$ cat src/rtl/snn_pkg.sv
// Shared fixed-point constants, scan FSM state type and saturation helper
// for the spiking output layer.
package snn_pkg;
  localparam int V_W      = 25;
  localparam int N_NEURON = 18;
  localparam int Q_ONE    = 65536;
  localparam logic signed [V_W-1:0] THRESH_DEF = 25'sd1310720;

  typedef enum logic [1:0] {
    ST_IDLE = 2'd0,
    ST_LOAD = 2'd1,
    ST_SCAN = 2'd2,
    ST_DONE = 2'd3
  } tx_state_t;

  // Clamp a widened sum back into the membrane range.
  function automatic logic signed [V_W-1:0] sat_v(
    input logic signed [V_W+1:0] s,
    input logic signed [V_W-1:0] lo,
    input logic signed [V_W-1:0] hi
  );
    logic signed [V_W+1:0] lo_x, hi_x;
    lo_x = {{2{lo[V_W-1]}}, lo};
    hi_x = {{2{hi[V_W-1]}}, hi};
    if (s < lo_x)      sat_v = lo;
    else if (s > hi_x) sat_v = hi;
    else               sat_v = s[V_W-1:0];
  endfunction
endpackage

$ cat src/rtl/lif_update.sv
// One leaky integrate-and-fire step for a single neuron; purely combinational,
// shared across the scan.
module lif_update
  import snn_pkg::*;
#(
  parameter logic signed [V_W-1:0] THRESH = THRESH_DEF,
  parameter logic signed [V_W-1:0] VMIN   = -25'sd1310720,
  parameter logic signed [V_W-1:0] VMAX   = 25'sd8388607,
  parameter int LEAK_SHIFT = 4,
  parameter int REFRAC     = 2
) (
  input  logic signed [V_W-1:0] v,
  input  logic signed [V_W-1:0] cur,
  input  logic signed [V_W-1:0] inhbt,
  input  logic                  last_spike,
  input  logic [2:0]            ref_cnt,
  output logic signed [V_W-1:0] v_next,
  output logic [2:0]            ref_next,
  output logic                  spike
);
  logic signed [V_W-1:0] leak, sv;
  logic signed [V_W+1:0] vx, lx, cx, ix, s;

  always_comb begin
    leak = v >>> LEAK_SHIFT;
    vx   = {{2{v[V_W-1]}}, v};
    lx   = {{2{leak[V_W-1]}}, leak};
    cx   = {{2{cur[V_W-1]}}, cur};
    // neurons that fired last timestep skip inhibition
    ix   = last_spike ? '0 : {{2{inhbt[V_W-1]}}, inhbt};
    s    = vx - lx + cx - ix;
    sv   = sat_v(s, VMIN, VMAX);
    spike    = 1'b0;
    v_next   = '0;
    ref_next = '0;
    if (ref_cnt != 3'd0) begin
      ref_next = ref_cnt - 3'd1;
    end else if (sv >= THRESH) begin
      spike    = 1'b1;
      ref_next = 3'(REFRAC);
    end else begin
      v_next = sv;
    end
  end
endmodule

$ cat src/rtl/lif_spike_tx.sv
// Serial spike transmitter: per timestep, updates each neuron's LIF state in
// turn and emits one registered (valid, spike, idx) beat per cycle.
module lif_spike_tx #(
  parameter int N_NEURON = 18,
  parameter int V_W      = 25,
  parameter logic signed [V_W-1:0] THRESH = 25'sd1310720,
  parameter logic signed [V_W-1:0] VMIN   = -25'sd1310720,
  parameter logic signed [V_W-1:0] VMAX   = 25'sd8388607,
  parameter int LEAK_SHIFT = 4,
  parameter int REFRAC     = 2
) (
  input  logic                    clk,
  input  logic                    reset_n,
  input  logic                    i_start,
  input  logic [N_NEURON*V_W-1:0] i_current,
  input  logic [V_W-1:0]          i_inhbt,
  input  logic                    i_clr_state,
  output logic                    o_valid,
  output logic                    o_spike,
  output logic [4:0]              o_neuron_idx,
  output logic                    o_busy,
  output logic                    o_done
);
  snn_pkg::tx_state_t state, state_nx;

  logic signed [V_W-1:0] v_q [N_NEURON];
  logic [2:0]            ref_q [N_NEURON];
  logic [N_NEURON-1:0]   ls_q;
  logic [N_NEURON*V_W-1:0] cur_sh, cur_all;
  logic signed [V_W-1:0] inh_sh, inh_sel, cur_k, v_nx;
  logic [2:0]            ref_nx;
  logic                  spk_nx, in_load, upd_en;
  logic [4:0]            k;

  // Neuron k is updated on the edge that presents its beat, so beat 0 is
  // computed at the end of LOAD straight from the live inputs.
  assign in_load = (state == snn_pkg::ST_LOAD);
  assign upd_en  = in_load ||
                   (state == snn_pkg::ST_SCAN && o_neuron_idx != 5'(N_NEURON-1));
  assign k       = !upd_en ? 5'd0 : (in_load ? 5'd0 : o_neuron_idx + 5'd1);
  assign cur_all = in_load ? i_current : cur_sh;
  assign inh_sel = in_load ? i_inhbt : inh_sh;
  assign cur_k   = cur_all[k*V_W +: V_W];

  always_comb begin
    state_nx = state;
    case (state)
      snn_pkg::ST_IDLE: if (i_start) state_nx = snn_pkg::ST_LOAD;
      snn_pkg::ST_LOAD: state_nx = snn_pkg::ST_SCAN;
      snn_pkg::ST_SCAN: if (o_neuron_idx == 5'(N_NEURON-1)) state_nx = snn_pkg::ST_DONE;
      default:          state_nx = snn_pkg::ST_IDLE;
    endcase
  end

  lif_update #(
    .THRESH(THRESH), .VMIN(VMIN), .VMAX(VMAX),
    .LEAK_SHIFT(LEAK_SHIFT), .REFRAC(REFRAC)
  ) u_upd (
    .v(v_q[k]), .cur(cur_k), .inhbt(inh_sel), .last_spike(ls_q[k]),
    .ref_cnt(ref_q[k]), .v_next(v_nx), .ref_next(ref_nx), .spike(spk_nx)
  );

  always_ff @(posedge clk or negedge reset_n) begin
    if (!reset_n) begin
      state        <= snn_pkg::ST_IDLE;
      o_valid      <= 1'b0;
      o_spike      <= 1'b0;
      o_neuron_idx <= '0;
      o_busy       <= 1'b0;
      o_done       <= 1'b0;
      cur_sh       <= '0;
      inh_sh       <= '0;
      ls_q         <= '0;
      for (int i = 0; i < N_NEURON; i++) begin
        v_q[i]   <= '0;
        ref_q[i] <= '0;
      end
    end else if (i_clr_state) begin
      state        <= snn_pkg::ST_IDLE;
      o_valid      <= 1'b0;
      o_spike      <= 1'b0;
      o_neuron_idx <= '0;
      o_busy       <= 1'b0;
      o_done       <= 1'b0;
      ls_q         <= '0;
      for (int i = 0; i < N_NEURON; i++) begin
        v_q[i]   <= '0;
        ref_q[i] <= '0;
      end
    end else begin
      state   <= state_nx;
      o_busy  <= (state_nx == snn_pkg::ST_LOAD) || (state_nx == snn_pkg::ST_SCAN);
      o_done  <= (state_nx == snn_pkg::ST_DONE);
      o_valid <= upd_en;
      o_spike <= upd_en & spk_nx;
      if (in_load) begin
        cur_sh <= i_current;
        inh_sh <= i_inhbt;
      end
      if (upd_en) begin
        o_neuron_idx <= k;
        v_q[k]       <= v_nx;
        ref_q[k]     <= ref_nx;
        ls_q[k]      <= spk_nx;
      end
    end
  end
endmodule

$ cat config.mk
export PLATFORM = sky130hd
export DESIGN_NAME = lif_spike_tx
export DESIGN_NICKNAME = d
export VERILOG_FILES = /design/src/rtl/snn_pkg.sv /design/src/rtl/lif_update.sv /design/src/rtl/lif_spike_tx.sv
export SDC_FILE = /design/constraint.sdc
export NUM_CORES = 2
export LEC_CHECK = 0
export ABC_AREA = 1
export CAP_MARGIN = 20
export CORE_AREA = 2 2 307 309
export DETAILED_ROUTE_END_ITERATION = 8
export DIE_AREA = 0 0 309 311
export HOLD_SLACK_MARGIN = 0.08
export PLACE_DENSITY_LB_ADDON = 0.15
export SYNTH_ARGS = -nofsm -noshare
export SYNTH_HDL_FRONTEND = slang
export SYNTH_SLANG_ARGS = --single-unit
$ cat constraint.sdc
create_clock -name clk -period 7 [get_ports clk]
set_clock_uncertainty 0.05 [all_clocks]
set_input_delay 1.4 -clock clk [delete_from_list [all_inputs] [get_ports clk]]
set_output_delay 1.4 -clock clk [all_outputs]
set_load 0.005 [all_outputs]
### After elaboration in Yosys (flattened, before gate mapping)

Index checks and enable logic that the tools add are counted.

| word-level totals | value |
|---|---|
| register bits after elaboration | 1008 |
| output and inout bits | 9 |
| word-level logic and storage cells | 122 |

| cells by class | value |
|---|---|
| add/sub/neg operators | 5 |
| multiply operators | 1 |
| magnitude comparators | 7 |
| eq/ne operators | 7 |
| shift operators | 1 |
| mux-type cells | 46 |
| bitwise gates (word level) | 2 |
| reductions and logical operators | 8 |

Operator list:

| operator | count |
|---|---|
| two-way mux 450 bit | 3 |
| bitwise mux 450 bit | 1 |
| indexed part select 450 x 11 -> 25 bit | 1 |
| two-way mux 25 bit | 8 |
| binary-select mux 25 bit (select 5 bit) | 1 |
| demux 25 bit (select 5 bit) | 1 |
| two-way mux 54 bit | 2 |
| bitwise mux 54 bit | 1 |
| two-way mux 18 bit | 2 |
| adder 26 x 25 -> 27 bit | 1 |
| > comparator 27 x 24 -> 1 bit, second input constant | 1 |
| less-than comparator 27 x 22 -> 1 bit, second input constant | 1 |
| two-way mux 27 bit | 1 |
| subtractor 27 bit | 1 |
| subtractor 25 x 21 -> 26 bit | 1 |
| >= comparator 25 x 22 -> 1 bit, second input constant | 1 |
| two-way mux 5 bit | 4 |
| bitwise mux 18 bit | 1 |
| binary-select mux 3 bit (select 5 bit) | 1 |
| demux 3 bit (select 5 bit) | 1 |
| two-way mux 3 bit | 4 |
| multiplier 5 x 5 -> 10 bit, second input constant | 1 |
| two-way mux 1 bit | 8 |
| two-way mux 2 bit | 4 |
| 20 further kinds | 26 |

### Longest topological paths before layout

| depth | value |
|---|---|
| word-level depth | 20 |
| gate-level depth with buffers | 40 |
| mapped depth without buffers | 37 |

### Hierarchy

Synthesis repeated with hierarchy kept, for this count alone.

| unflattened totals | value |
|---|---|
| cells, all modules | 8279 |
| area, all modules | 58213.3 um^2 |

Modules (own cells, without submodules):

| module | times used | cells an instance | area each (um^2) | sequential area each (um^2) |
|---|---|---|---|---|
| lif_spike_tx | 1 | 7620 | 54207.0 | 25224.2 |
| lif_update | 1 | 659 | 4006.3 | 0.0 |

### Least setup slack after synthesis

OpenSTA, ideal clock, no wires.

| timing path | value |
|---|---|
| path kind | register to register |
| start | register o_neuron_idx[0] |
| end | register v_q[102] (netlist name) |
| library setup time | 118 ps |
| arrival time | 5683 ps |
| path slack | 1149 ps |
| stages on the path, launching flop included | 35 |
| path buffers | 5 |
| cells stage by stage | dfrtp_1 -> ha_1 -> inv_1 -> nand4_1 -> inv_1 -> nor2_4 -> buf_2 -> buf_2 -> buf_1 -> a22oi_1 -> nand2_1 -> nand2_1 -> nand3_1 -> nor3_1 -> inv_1 -> fa_1 -> fa_1 -> inv_1 -> ha_1 -> fa_1 -> nand2_1 -> nand2_1 -> nand3_1 -> nand2_1 -> nand2_1 -> nand3_1 -> a21o_2 -> inv_1 -> nand2_1 -> buf_2 -> o21ai_0 -> clkinv_1 -> buf_2 -> nand4_1 -> nand2_1 |

| between the ends | value |
|---|---|
| longest elaborated chain between the ends | 20 |

RTL lines:

| what | line | RTL |
|---|---|---|
| start: declaration | lif_spike_tx.sv:20 | `output logic [4:0] o_neuron_idx,` |
| start signal: assignment | lif_spike_tx.sv:101 | `o_neuron_idx <= k;` |
| parallel branches: the longest is 20 deep, another holds adder 26 x 25 -> 27 bit | - |  |
| end signal: indexed assignment | lif_spike_tx.sv:102 | `v_q[k] <= v_nx;` |
| end: declaration | lif_spike_tx.sv:26 | `logic signed [V_W-1:0] v_q [N_NEURON];` |

Parallel ways; which one is timed is not known. The select of a mux whose other input is x is not followed.
A chain may end at the register's enable or synchronous reset.

### Worst setup path in the final report

| timing path | value |
|---|---|
| start | register o_neuron_idx[1] |
| end | register v_q[212] (netlist name) |

Same word-level chain as after synthesis.

==> reports/qor.csv <==
metric;value;unit
status;complete, no violations;
max incr delay on CP;570;ps
most frequent CP cell;nand2_1;
DIE WIDTH;309;um
Port Buffer Count;487;
vias in the first global route;50270;
min-delay worst type;reg -> reg;
CP endpoint kind;register;
GRT Total Usage;0.4012;
CP top delay family;simple AND/OR/NAND/NOR gates;
Via-to-Cell Ratio;6.011;
drt initial violations;8378;
Worst-Skew Late Latency;720;ps
Hold Path Cell Cnt;2;
count of different cell masters after synthesis;48;
proportion of layout cells with a drive suffix above 1;0.08329;
Mapped Cells;7240;
Mean Syn Cell Area;7.520;um2
CTS tree;done;
sum of net half-perimeters after detailed placement;130700;um
I/O pin cnt;488;
vias;54180;
root buf cell;clkbuf_16;
die area;0.09610;mm2
critical path buffer and inverter count;14;
DRT Pass-1 Iters;6;
Num CTS Buffers;106;
die height;311;um
Yosys warning total;0;
final hold violation count;0;
Tcrit/Tclk final;0.9757;
Max Clk Rate;146.4;MHz
Yosys reg bits;1008;
Worst slew margin;0.1828;
Worst setup SP type;register;
H-tree lvl count;3;
cell at the slowest stage of the critical path;fa_1;
r2r worst-path depth;39;
Seq/Total Area, Yosys;0.4633;
fin. max-slew vios;0;
Routed Antenna Nets;0;
max-cap violations;0;
clock net sink count;1008;
initial antenna violation count;29;
# rows;112;
mean routed wirelength per cell;22.56;um
Arr. time, crit path;7360;ps
gpl congestion;0.9738;
drt drc;0;
core area;0.09277;mm2
starting density of the core;0.5869;
synthesized area;0.05444;mm2
Max FO, Critical Path;32;
P&R area growth vs syn;22.35;%
gr ovfl total;0;
DP Worst Slack;-268.2;ps
most frequent cells in the layout;nand2_1, dfrtp_1, o21ai_0;
largest net degree at the start of global routing;248;
# setup viols final;0;
most common cell after layout, fill and taps aside;nand2_1;
WP data required;7530;ps
Filler Cell Count;7370;
Setup WS post-layout;169.8;ps
Synth Net Count;7805;
first-pass GRT wire length;297100;um
Tmin final;6830;ps
Final nets;8211;
WL final;203300;um
Setup CP Type;reg -> reg;
Worst Max-Slew Pin Slew;1224;ps
WP depth;39;
number of buffers on the longest clock path;3;
clock-pin slew on the worst setup and hold paths;60;ps
==> path summary, 6_finish.rpt <==
path,start,endpoint,slack [ps]
worst min-delay path,v_q[157],v_q[157],430
worst min register to register,v_q[157],v_q[157],430
min in group asynchronous,reset_n,cur_sh[172],690
worst max-delay path,o_neuron_idx[1],v_q[212],170
worst max register to register,o_neuron_idx[1],v_q[212],170
max in group asynchronous,reset_n,ref_q[17],4600
==> kinds of logic (layout without fill, tap and decap cells) <==
kind of cell,count (synthesis),after routing,share of synthesized area
AO/OA/AOI/OAI,1256,1256,0.1266
AND/OR/NAND/NOR,3579,3580,0.2763
adder cells (fa/ha/maj),86,86,0.02666
multiplexers,89,89,0.01636
flip-flops,1008,1008,0.4633
buffers and inverters,1203,1694,0.08770
XOR/XNOR,19,19,0.003057
other,0,28,0
==> registers in the layout, indices dropped and copies added (netlist names) <==
signal and count:
v_q 450, ls_q 18, o_spike 1, o_busy 1
o_neuron_idx 5, cur_sh 450, o_valid 1, state 2
inh_sh 25, o_done 1, ref_q 54
==> what timing repair did <==
item                       in CTS  in global routing
resized for setup               6                112
hold buffers                    0                  0
setup endpoints to repair     402                415
buffers inserted                5                 28
cloned                          0                 17
pin swaps                       2                 17
==> per-layer routing <==
metal | up-vias | part of all wire | track usage | routed length (um)
met1 | 25600 | 0.37 | 0.5313 | 75540
met5 | - | 0.00034 | 0 | 69
li1 | 24460 | - | - | -
met2 | 3359 | 0.45 | 0.6136 | 91580
met3 | 756 | 0.11 | 0.08078 | 22880
met4 | 10 | 0.065 | 0.2336 | 13270
==> tightest hold or removal path: stages, from the launching register on <==
cell     delay (ps)
dfrtp_1         340
nand2_1          50
nand2_1          50
==> stage by stage <==
stage / TNS [ps] / cells / utilization / hold slack, ps / area [um2]
final: 0 / 9014 / 0.7180 / 430.8 / 66610
after global routing: -2734 / 9009 / 0.7179 / 448.6 / 66600
after CTS: 0 / 8939 / 0.7048 / 431.7 / 65380
after detailed placement: -49240 / 8740 / 0.6654 / 415.7 / 61730
after global placement: -50580 / 8739 / 0.6652 / 412.0 / 61710
after floorplan: 0 / 7240 / - / 395.6 / 54440
==> cells in the mapped netlist (all sizes together) <==
cell / count / area share
o21bai: 7 / 0.00097
nor2: 132 / 0.0097
a21o: 1 / 0.00016
nand2: 2793 / 0.19
clkbuf: 302 / 0.021
xnor2: 7 / 0.0011
a22oi: 78 / 0.011
and3: 1 / 0.00011
ha: 36 / 0.0083
inv: 662 / 0.046
o21ai: 981 / 0.090
nor3: 22 / 0.0024
clkinv: 15 / 0.0010
nand3b: 1 / 0.00014
a211oi: 14 / 0.0019
o22ai: 60 / 0.0069
buf: 224 / 0.020
a31oi: 6 / 0.00069
o2111ai: 26 / 0.0042
a2111oi: 5 / 0.00080
nand3: 65 / 0.0061
mux2i: 89 / 0.016
and2: 4 / 0.00046
o31ai: 1 / 0.00014
a221oi: 13 / 0.0021
a41oi: 4 / 0.00064
dfrtp: 1008 / 0.46
a22o: 22 / 0.0035
a21oi: 36 / 0.0033
o221ai: 2 / 0.00032
fa: 50 / 0.018
nand4: 543 / 0.063
or2: 16 / 0.0018
nor4: 2 / 0.00023
xor2: 12 / 0.0019
==> cell type report <==
class	count	area, um2	share of cell area
clock buffers	156	3072	0.04612
multi-input cells	5030	25030	0.3758
clock inverters	38	486.7	0.007307
repair buffers	820	8549	0.1284
inverters	677	2584	0.03879
repair inverters	3	23.77	0.0003569
well taps	1254	1569	0.02356
diodes	28	70.07	0.001052
flip-flops and latches	1008	25220	0.3787
Power is left out: the tool's default activity adds up to more than one toggle a clock period on the data nets, which glitch-free logic cannot reach.
